## src/rtl/instr_fetch_pkg.sv

```systemverilog
// ----------------------------------------------------------------------------
// instr_fetch_pkg
//
// Shared definitions for the instruction fetch slice:
//   - opcode constants for the instruction classes the main decoder knows
//   - fetch FSM state encoding
//   - default first-fetch address
//   - helper that turns a 16-bit branch immediate into a byte offset
// ----------------------------------------------------------------------------
package instr_fetch_pkg;

    // First fetch address after reset; must be word aligned.
    localparam logic [31:0] DEFAULT_RESET_PC = 32'h0000_0000;

    // Opcode field values (instr[31:26]).
    localparam logic [5:0] OP_RTYPE = 6'b000000;
    localparam logic [5:0] OP_LW    = 6'b100011;
    localparam logic [5:0] OP_SW    = 6'b101011;
    localparam logic [5:0] OP_BEQ   = 6'b000100;
    localparam logic [5:0] OP_ADDI  = 6'b001000;
    localparam logic [5:0] OP_J     = 6'b000010;

    // IDLE only lasts for the first cycle out of reset, FETCH waits for the
    // memory ack and HOLD waits for decode to take the word.
    typedef enum logic [1:0] {
        IDLE  = 2'd0,
        FETCH = 2'd1,
        HOLD  = 2'd2
    } fetch_state_e;

    // Sign-extend a word-granular branch immediate and scale it to bytes.
    function automatic logic [31:0] branchOffset(input logic [15:0] imm);
        return {{14{imm[15]}}, imm, 2'b00};
    endfunction

endpackage

```

## src/rtl/instr_fetch_pc_next_sel.sv

```systemverilog
// ----------------------------------------------------------------------------
// pc_next_sel
//
// Purely combinational next-PC selection used when decode accepts a word.
//
// Ports:
//   pc_plus4  in  32  address of the accepted instruction plus 4
//   instr     in  32  accepted instruction word
//   jump      in  1   decoder jump control
//   branch    in  1   decoder branch control
//   zero      in  1   ALU zero flag
//   next_pc   out 32  address of the next fetch
// ----------------------------------------------------------------------------
module pc_next_sel (
    input  logic [31:0] pc_plus4,
    input  logic [31:0] instr,
    input  logic        jump,
    input  logic        branch,
    input  logic        zero,
    output logic [31:0] next_pc
);
    import instr_fetch_pkg::*;

    // The opcode field plays no part in target selection; the decoder has
    // already condensed it into jump/branch.
    logic unusedInstrBits;
    assign unusedInstrBits = ^instr[31:26];

    // Jump is checked first so it wins when the decoder raises both
    // controls. The jump target keeps the top nibble of the sequential
    // address (same 256 MB region); a taken branch is relative to pc+4 and
    // simply wraps at 2^32.
    always_comb begin
        next_pc = pc_plus4;
        if (jump) begin
            next_pc = {pc_plus4[31:28], instr[25:0], 2'b00};
        end else if (branch && zero) begin
            next_pc = pc_plus4 + branchOffset(instr[15:0]);
        end
    end

endmodule

```

## src/rtl/instr_fetch.sv

```systemverilog
// ----------------------------------------------------------------------------
// instr_fetch
//
// Instruction fetch unit. Holds the PC, issues one outstanding request at a
// time to instruction memory (req/ack) and presents the returned word to
// decode (valid/ready). On accept it picks the next PC from jump/branch/zero.
//
// Ports:
//   clk          in  1   rising-edge clock
//   reset        in  1   synchronous active-high reset
//   imem_req     out 1   fetch request, held until imem_ack
//   imem_addr    out 32  word-aligned fetch address, stable while requesting
//   imem_ack     in  1   imem_rdata is valid this cycle
//   imem_rdata   in  32  returned instruction word
//   instr        out 32  fetched instruction
//   opcode       out 6   instr[31:26]
//   instr_valid  out 1   instr/opcode/pc are valid
//   instr_ready  in  1   decode accepts the current instruction
//   jump         in  1   decoder jump control for the accepted word
//   branch       in  1   decoder branch control for the accepted word
//   zero         in  1   ALU zero flag for the accepted word
//   pc           out 32  address of instr
//   pc_plus4     out 32  pc + 4
//   icount       out 32  number of accepted instructions (wraps)
// ----------------------------------------------------------------------------
module instr_fetch
    import instr_fetch_pkg::*;
#(
    parameter logic [31:0] RESET_PC = DEFAULT_RESET_PC
) (
    input  logic        clk,
    input  logic        reset,
    output logic        imem_req,
    output logic [31:0] imem_addr,
    input  logic        imem_ack,
    input  logic [31:0] imem_rdata,
    output logic [31:0] instr,
    output logic [5:0]  opcode,
    output logic        instr_valid,
    input  logic        instr_ready,
    input  logic        jump,
    input  logic        branch,
    input  logic        zero,
    output logic [31:0] pc,
    output logic [31:0] pc_plus4,
    output logic [31:0] icount
);

    fetch_state_e state_q, state_d;
    logic        imemReq_q, imemReq_d;
    logic [31:0] imemAddr_q, imemAddr_d;
    logic [31:0] instr_q, instr_d;
    logic        instrValid_q, instrValid_d;
    logic [31:0] pc_q, pc_d;
    logic [31:0] icount_q, icount_d;
    logic [31:0] pcPlus4;
    logic [31:0] nextPc;

    assign pcPlus4 = pc_q + 32'd4;

    pc_next_sel u_pc_next_sel (
        .pc_plus4 (pcPlus4),
        .instr    (instr_q),
        .jump     (jump),
        .branch   (branch),
        .zero     (zero),
        .next_pc  (nextPc)
    );

    // Next-state logic. Everything holds by default, so an ack outside FETCH
    // or jump/branch/zero outside the accept cycle have no effect. Because
    // only one request is ever in flight, a redirect just loads the new
    // address; there is nothing to flush.
    always_comb begin
        state_d      = state_q;
        imemReq_d    = imemReq_q;
        imemAddr_d   = imemAddr_q;
        instr_d      = instr_q;
        instrValid_d = instrValid_q;
        pc_d         = pc_q;
        icount_d     = icount_q;

        case (state_q)
            IDLE: begin
                state_d    = FETCH;
                imemReq_d  = 1'b1;
                imemAddr_d = RESET_PC;
            end
            FETCH: begin
                if (imem_ack) begin
                    instr_d      = imem_rdata;
                    pc_d         = imemAddr_q;
                    instrValid_d = 1'b1;
                    imemReq_d    = 1'b0;
                    state_d      = HOLD;
                end
            end
            HOLD: begin
                if (instr_ready) begin
                    icount_d     = icount_q + 32'd1;
                    instrValid_d = 1'b0;
                    imemReq_d    = 1'b1;
                    imemAddr_d   = nextPc;
                    state_d      = FETCH;
                end
            end
            default: begin
                state_d = IDLE;
            end
        endcase
    end

    // State registers. Reset wins over everything, including an ack that
    // lands on the same edge, so an in-flight request is simply abandoned.
    always_ff @(posedge clk) begin
        if (reset) begin
            state_q      <= IDLE;
            imemReq_q    <= 1'b0;
            imemAddr_q   <= RESET_PC;
            instr_q      <= 32'd0;
            instrValid_q <= 1'b0;
            pc_q         <= RESET_PC;
            icount_q     <= 32'd0;
        end else begin
            state_q      <= state_d;
            imemReq_q    <= imemReq_d;
            imemAddr_q   <= imemAddr_d;
            instr_q      <= instr_d;
            instrValid_q <= instrValid_d;
            pc_q         <= pc_d;
            icount_q     <= icount_d;
        end
    end

    assign imem_req    = imemReq_q;
    assign imem_addr   = imemAddr_q;
    assign instr       = instr_q;
    assign opcode      = instr_q[31:26];
    assign instr_valid = instrValid_q;
    assign pc          = pc_q;
    assign pc_plus4    = pcPlus4;
    assign icount      = icount_q;

endmodule

```

## config.mk

```make
export PLATFORM = sky130hd
export DESIGN_NAME = instr_fetch
export DESIGN_NICKNAME = d
export VERILOG_FILES = /design/src/rtl/instr_fetch_pkg.sv /design/src/rtl/instr_fetch_pc_next_sel.sv /design/src/rtl/instr_fetch.sv
export SDC_FILE = /design/constraint.sdc
export NUM_CORES = 1
export LEC_CHECK = 0
export BUFFER_PORTS_ARGS = -buffer_cell sky130_fd_sc_hd__buf_2
export CORE_MARGIN = 1
export CORE_UTILIZATION = 40
export CTS_CLUSTER_DIAMETER = 80
export DETAILED_ROUTE_END_ITERATION = 6
export SETUP_SLACK_MARGIN = 0.1
export SLEW_MARGIN = 25
export SYNTH_ARGS = -nofsm -noshare
export SYNTH_HDL_FRONTEND = slang
export SYNTH_SLANG_ARGS = --single-unit
```

## constraint.sdc

```tcl
create_clock -name clk -period 3.8 [get_ports clk]
set_clock_uncertainty 0.05 [all_clocks]
set_input_delay 0.38 -clock clk [delete_from_list [all_inputs] [get_ports clk]]
set_output_delay 0.38 -clock clk [all_outputs]
set_load 0.02 [all_outputs]
```

After elaboration in Yosys (flattened, before gate mapping)

Index checks and enable logic that the tools add are counted.

Flip-flop bits (word level): 132
Word-level logic and storage cells: 38

Equality and inequality tests: 4
Reductions and logical operators: 11
$add $sub $neg: 3
Mux-type cells: 13

Operators by type and width:

| cell                    | number |
|---|---|
| $mux W32                | 3 |
| $pmux W32 S2            | 1 |
| $add A32 B1 Y32 const B | 1 |
| $add A32 B3 Y32 const B | 1 |
| $add A32 B32 Y32        | 1 |
| $reduce_and A2 Y1       | 4 |
| $pmux W2 S3             | 1 |
| $reduce_and A3 Y1       | 2 |
| $mux W1                 | 4 |
| $mux W2                 | 2 |
| $ne A2 B2 Y1 const B    | 2 |
| $reduce_bool A2 Y1      | 2 |
| $pmux W1 S3             | 1 |
| $reduce_bool A3 Y1      | 1 |
| $eq A2 B1 Y1 const B    | 1 |
| $eq A2 B2 Y1 const B    | 1 |
| $logic_not A2 Y1        | 1 |
| $pmux W1 S2             | 1 |
| $logic_and A1 B1 Y1     | 1 |

Depth between registers and ports, before layout

Depth in word-level cells: 6
Depth in mapped cells: 18
Gate-level depth less buffers: 16

Cells and area by module

From an unflattened synthesis, not the netlist that was laid out.

Cell total of the unflattened synthesis: 969
Area, all modules: 7718.7 um^2

Modules (own cells, without submodules):

| module      | instances | area each (um^2) | cells an instance |
|---|---|---|---|
| instr_fetch | 1         | 5491.5           | 642 |
| pc_next_sel | 1         | 2227.1           | 327 |

Worst setup path before layout

No wires, ideal clock.

Kind: flip-flop to flip-flop
Start: register pc_q[2], in the netlist pc[2]
End: register imemAddr_q[31], in the netlist imem_addr[31]
Stages on the path, launching flop included: 19
Arrival: 3934 ps
Slack: -300 ps
Setup time: 117 ps
Path buffers: 2
Cells stage by stage: dfxtp_1 ha_1 nand4_1 nor3_2 and4_1 buf_2 nand4_1 xnor2_1 ha_1 clkbuf_1 a21oi_1 nand2_1 a21o_1 a21o_1 o22ai_1 a31oi_1 o211ai_1 xor2_1 a22o_1

Longest elaborated chain between the ends: 6

RTL lines:

| element                | line                          | text |
|---|---|---|
| start, declared        | instr_fetch.sv:54             | `logic [31:0] pc_q, pc_d;` |
| start signal, assigned | instr_fetch.sv:130            | `pc_q <= pc_d;` |
| $add A32 B3 Y32        | instr_fetch.sv:59             | `assign pcPlus4 = pc_q + 32'd4;` |
| named net pc_plus4[28] | instr_fetch.sv:45             | `output logic [31:0] pc_plus4,` |
| $add A32 B32 Y32       | instr_fetch_pc_next_sel.sv:38 | `next_pc = pc_plus4 + branchOffset(instr[15:0]);` |
| $mux W32               | instr_fetch_pc_next_sel.sv:37 | `end else if (branch && zero) begin` |
| $mux W32               | instr_fetch_pc_next_sel.sv:35 | `if (jump) begin` |
| $mux W32               | instr_fetch.sv:99             | `if (instr_ready) begin` |
| $pmux W32 S2           | instr_fetch.sv:83             | `case (state_q)` |
| end signal, assigned   | instr_fetch.sv:127            | `imemAddr_q <= imemAddr_d;` |
| end, declared          | instr_fetch.sv:51             | `logic [31:0] imemAddr_q, imemAddr_d;` |

The timed path passes the listed nets, and every way through them passes these cells. The select of a mux whose other input is x is not followed.
A chain may end at the register's enable or synchronous reset.

Final worst setup path

Start: register pc_q[3], in the netlist pc[3]
End: register imemAddr_q[29], in the netlist imem_addr[29]

Longest elaborated chain between the ends: 6

RTL lines:

| element             | line |
|---|---|
| $add A32 B3 Y32 (*) | instr_fetch.sv:59 |
| $add A32 B32 Y32    | instr_fetch_pc_next_sel.sv:38 |
| $mux W32            | instr_fetch_pc_next_sel.sv:37 |
| $mux W32 (*)        | instr_fetch_pc_next_sel.sv:35 |
| $mux W32 (*)        | instr_fetch.sv:99 |
| $pmux W32 S2 (*)    | instr_fetch.sv:83 |

Every way passes the cells marked *; elsewhere a longest branch is shown, timed or not. The select of a mux whose other input is x is not followed.

==> results by stage <==
STA:
- At the pin with the least slew margin, the transition time is 0.971 ns.
- Counting I/O delays and the setup requirement, the final critical path takes 3.57 ns.
- Setup repair after global routing could not meet its margin everywhere.
- The final-report hold violation count is 0.
- The post-route worst setup slack is 0.230 ns.
- The total count of max-transition violations in the final report is 0.
- The relative slew slack is 35.3%.
- The portion of the clock cycle consumed by the worst path in the final layout is 94.0%.
- The timing-limited maximum frequency is 280 MHz.
- The total setup violations reported at the end of the flow is 0.

Floorplanning:
- Pin placement for this block handled 207 I/O pins.
- The area enclosed by the die boundary is 19300 um2.
- In this run the standard cell core region covers 18200 um2.
- The standard-cell row count is 49.
- The die outline height is 139 um.
- The starting utilization of the core area is 41.3%.
- The floorplan step set the die width to 139 um.

CTS:
- The TritonCTS buffer count is 17.
- The maximum count of clock buffers along a single path is 2.
- Clock-pin slew was measured on the worst setup and hold paths at 0.07 ns.
- The H-tree was split into 4 levels.
- In this run, post-CTS hold repair placed 0 buffers.
- At the later pin of the worst-skew pair, clock insertion delay measures 0.43 ns.
- TritonCTS built the clock tree.
- The tree is rooted in a sky130_fd_sc_hd__clkbuf_16.
- The number of clock sinks is 132.

Drt:
- For this run, design rule violations remaining after detail routing come to 17.
- The first TritonRoute pass finished after 7 iterations.
- Wires add up to 23400 um.
- The vias after detailed routing is 7414.
- The via count normalized by instance count is 5.25.
- The residual antenna-violating net count after detailed routing is 0.
- The count of routing violations after the opening detailed-route iteration is 480.
- The routed length per placed instance is 16.6 um.

Worst setup path:
- The required time of the worst setup path is 4.09 ns.
- In this run the worst path has a maximum fanout of 5.
- The largest stage delay on the critical path is 0.37 ns.
- The kind of capture point of the worst setup path is a flip-flop.
- The kind of start point of the critical path is a flip-flop.
- The largest individual stage delay along the critical path comes from the cell sky130_fd_sc_hd__dfxtp_2.
- STA puts the critical path data arrival time at 3.86 ns.
- In this run the register-to-register setup slack is 0.23 ns.
- The classification of the worst setup path is flip-flop to flip-flop.
- The signal on the critical path passes through ha_2 -> nand4_1 -> buf_4 -> nor3_4 -> nand2_1 -> xnor2_2 -> ha_1 -> buf_4 -> nand2_1 -> nor2_1 -> o311ai_2 -> o21a_1 -> o21ai_1 -> a31oi_2 -> mux2i_1 -> a211oi_1.

Power and ir drop:
- Net switching is 28.0% of the power.
- In this run, the clock network consumes 48.1% of the power.
- The ratio of total power to cell area is 342 nW/um2.
- The leakage power total is 4.51 nW.
- Cell internal power was estimated by the tool at 2.36 mW.
- The part of the total power dissipated in sequential elements is 43.5%.
- The share of total power in combinational logic is 8.4%.
- The design draws 3.28 mW.
- The maximum vdd drop is 0.302 mV.
- Summed over all nets, the switching power comes to 917 uW.

Outcome:
- The run finished, with violations left.
- The final reports fail on design-rule violations.

Global routing:
- The first global-routing pass estimated 37400 um of wire.
- The global-route congestion overflow total is 0.
- The number of global-route vias before repair is 7020.
- The global-route total usage across every layer is 24.3%.
- The number of antenna violations at the first check in global routing is 1.
- The largest net degree at the start of global routing is 90.

Logic synthesis:
- By area the synthesized netlist is led by sky130_fd_sc_hd__dfxtp_1, sky130_fd_sc_hd__nand2_1, sky130_fd_sc_hd__a21oi_1, sky130_fd_sc_hd__ha_1, sky130_fd_sc_hd__xor2_1.
- The fraction of post-synthesis cell area in the top cell type by area is 35.2%.
- The number of nets in the synthesized netlist is 1035.
- The post-synthesis cell count is 958.
- The sequential cell area fraction in the yosys report is 35.2%.
- The post-synthesis async set-or-reset flop share is 0%.
- The netlist uses 76 different library cells.
- The number of enable-type register cells in the synthesized netlist is 0.
- The dominant synthesized flop cell is sky130_fd_sc_hd__dfxtp_1.
- Dividing the synthesized area by the synthesized cell count gives 7.84 um2.
- The warning count from the yosys run is 0.
- In this run, synthesis produced a sequential element count of 132.
- The synthesized design spends more area on one cell type than any other, namely sky130_fd_sc_hd__dfxtp_1.
- In this run the cell area of the synthesized design comes to 7510 um2.

Flow run:
- The max-capacitance violation count is 0.

Placement:
- OpenSTA, run right after detailed placement, puts the worst setup slack at -0.0295 ns.
- The count of buffers inserted at the top-level ports is 206.
- Routability-driven placement finished with a final weighted congestion of 0.890.
- The detailed placement HPWL is 17000 um.

Final layout:
- The net count of the finished layout is 1245.
- Compared with the post-synthesis result, the final layout area differs by 27.9%.
- The library cell used most frequently in the layout, excluding fill and tap cells, is sky130_fd_sc_hd__buf_2.
- In the layout the commonest cells are sky130_fd_sc_hd__buf_2, sky130_fd_sc_hd__nand2_1, sky130_fd_sc_hd__dfxtp_1.
- The ratio of cells with drive above 1 in the final layout is 28.3%.

Hold path:
- The path class of the tightest hold or removal check is primary input to flip-flop.
-- worst max-delay path: cells and delay by family, from the launching register on --
kind	cells	cell delay, ns
mux	1	0.15
buf+inv	2	0.29
fa+ha+maj	2	0.51
compound gates	5	1.09
xor+xnor	1	0.16
flops	1	0.37
simple gates	5	0.86
-- synth_stat cells, drive strengths merged (4+ instances only) --
cell and count:
nand4 17, a21oi 118, nor3 10, nand2b 4
nor2b 6, or3 4, nor2 75, ha 37
dfxtp 132, and2 4, o21ai 30, xor2 46
o211ai 10, a22o 5, a21o 20, buf 18
nand3 31, a31oi 6, o22ai 4, a32oi 6
xnor2 32, a211oi 5, nand2 204, clkbuf 42
inv 13, a22oi 6, mux2i 6, and3 20
o21a 6
-- cells by family (layout without fill, tap and decap cells) --
family	after synthesis	after routing	share of synthesized area, %
flip-flops	132	132	35.2
multiplexers	7	7	0.949
XOR/XNOR	78	78	9.19
other	0	1	0
AO/OA/AOI/OAI	242	242	20.4
buffers and inverters	73	296	4.75
AND/OR/NAND/NOR	388	388	23.1
adder cells (fa/ha/maj)	38	38	6.43
-- path summary, 6_finish.rpt --
| path | from | to | depth (start not counted) |
|---|---|---|---|
| worst min register to register | instr_valid$_SDFFE_PP0P_ | instr_valid$_SDFFE_PP0P_ | 2 |
| worst max register to register | pc[3]$_SDFFE_PP0P_ | imem_addr[29]$_SDFFE_PP0P_ | 16 |
| worst min-delay path | imem_rdata[25] | instr[25]$_SDFFE_PP0P_ | 3 |
| worst max-delay path | pc[3]$_SDFFE_PP0P_ | imem_addr[29]$_SDFFE_PP0P_ | 16 |
-- power groups by stage --
stage / sequential (mW) / combinational (mW) / clock [mW]
final: 1.43 / 0.274 / 1.58
after CTS: 1.43 / 0.273 / 1.60
after global placement: 1.46 / 0.271 / 0
after detailed placement: 1.46 / 0.272 / 0
after global routing: 1.43 / 0.302 / 1.66
after floorplan: 1.48 / 0.159 / 0
-- what timing repair did --
| action | in CTS | in global routing |
|---|---|---|
| resized for setup | 2 | 18 |
| pin swaps | 2 | 8 |
| buffers inserted | 1 | 4 |
| endpoints found under the setup margin | 2 | 11 |
-- state kept, by name (all words and copies together), names as in the netlist --
register,cells
state_q,2
imem_req,1
pc,32
imem_addr,32
instr_valid,1
instr,32
icount,32
-- final cells by class --
class                   instances  area, um2
clock inverters                14        120
inverters                      13       48.8
clock buffers                  18        439
well taps                     229        287
fillers                      1792       8600
flip-flops and latches        132       2650
multi-input cells             753       4690
diodes                          1       2.50
repair buffers                251       1370
-- routing by layer --
| layer | global-route usage, % | part of all wire (%) | wire [um] |
|---|---|---|---|
| met5 | 0 | 0 | 0 |
| met4 | 7.43 | 1.4 | 324 |
| met3 | 3.80 | 4.4 | 1040 |
| met2 | 40.6 | 47 | 10900 |
| met1 | 32.2 | 47 | 11100 |
-- metrics by stage --
stage	instance area (um2)	util, %	hold slack (ns)	cells	setup TNS, ns
finish	9610	52.8	0.133	1411	0
global route	9610	52.8	0.130	1411	0
CTS	9480	52.1	0.115	1406	0
detailed placement	8900	48.9	0.395	1373	-0.0295
global placement	8900	48.9	0.389	1373	0
floorplan	7590	-	0.460	958	0
Power figures use the tool's default switching activity.
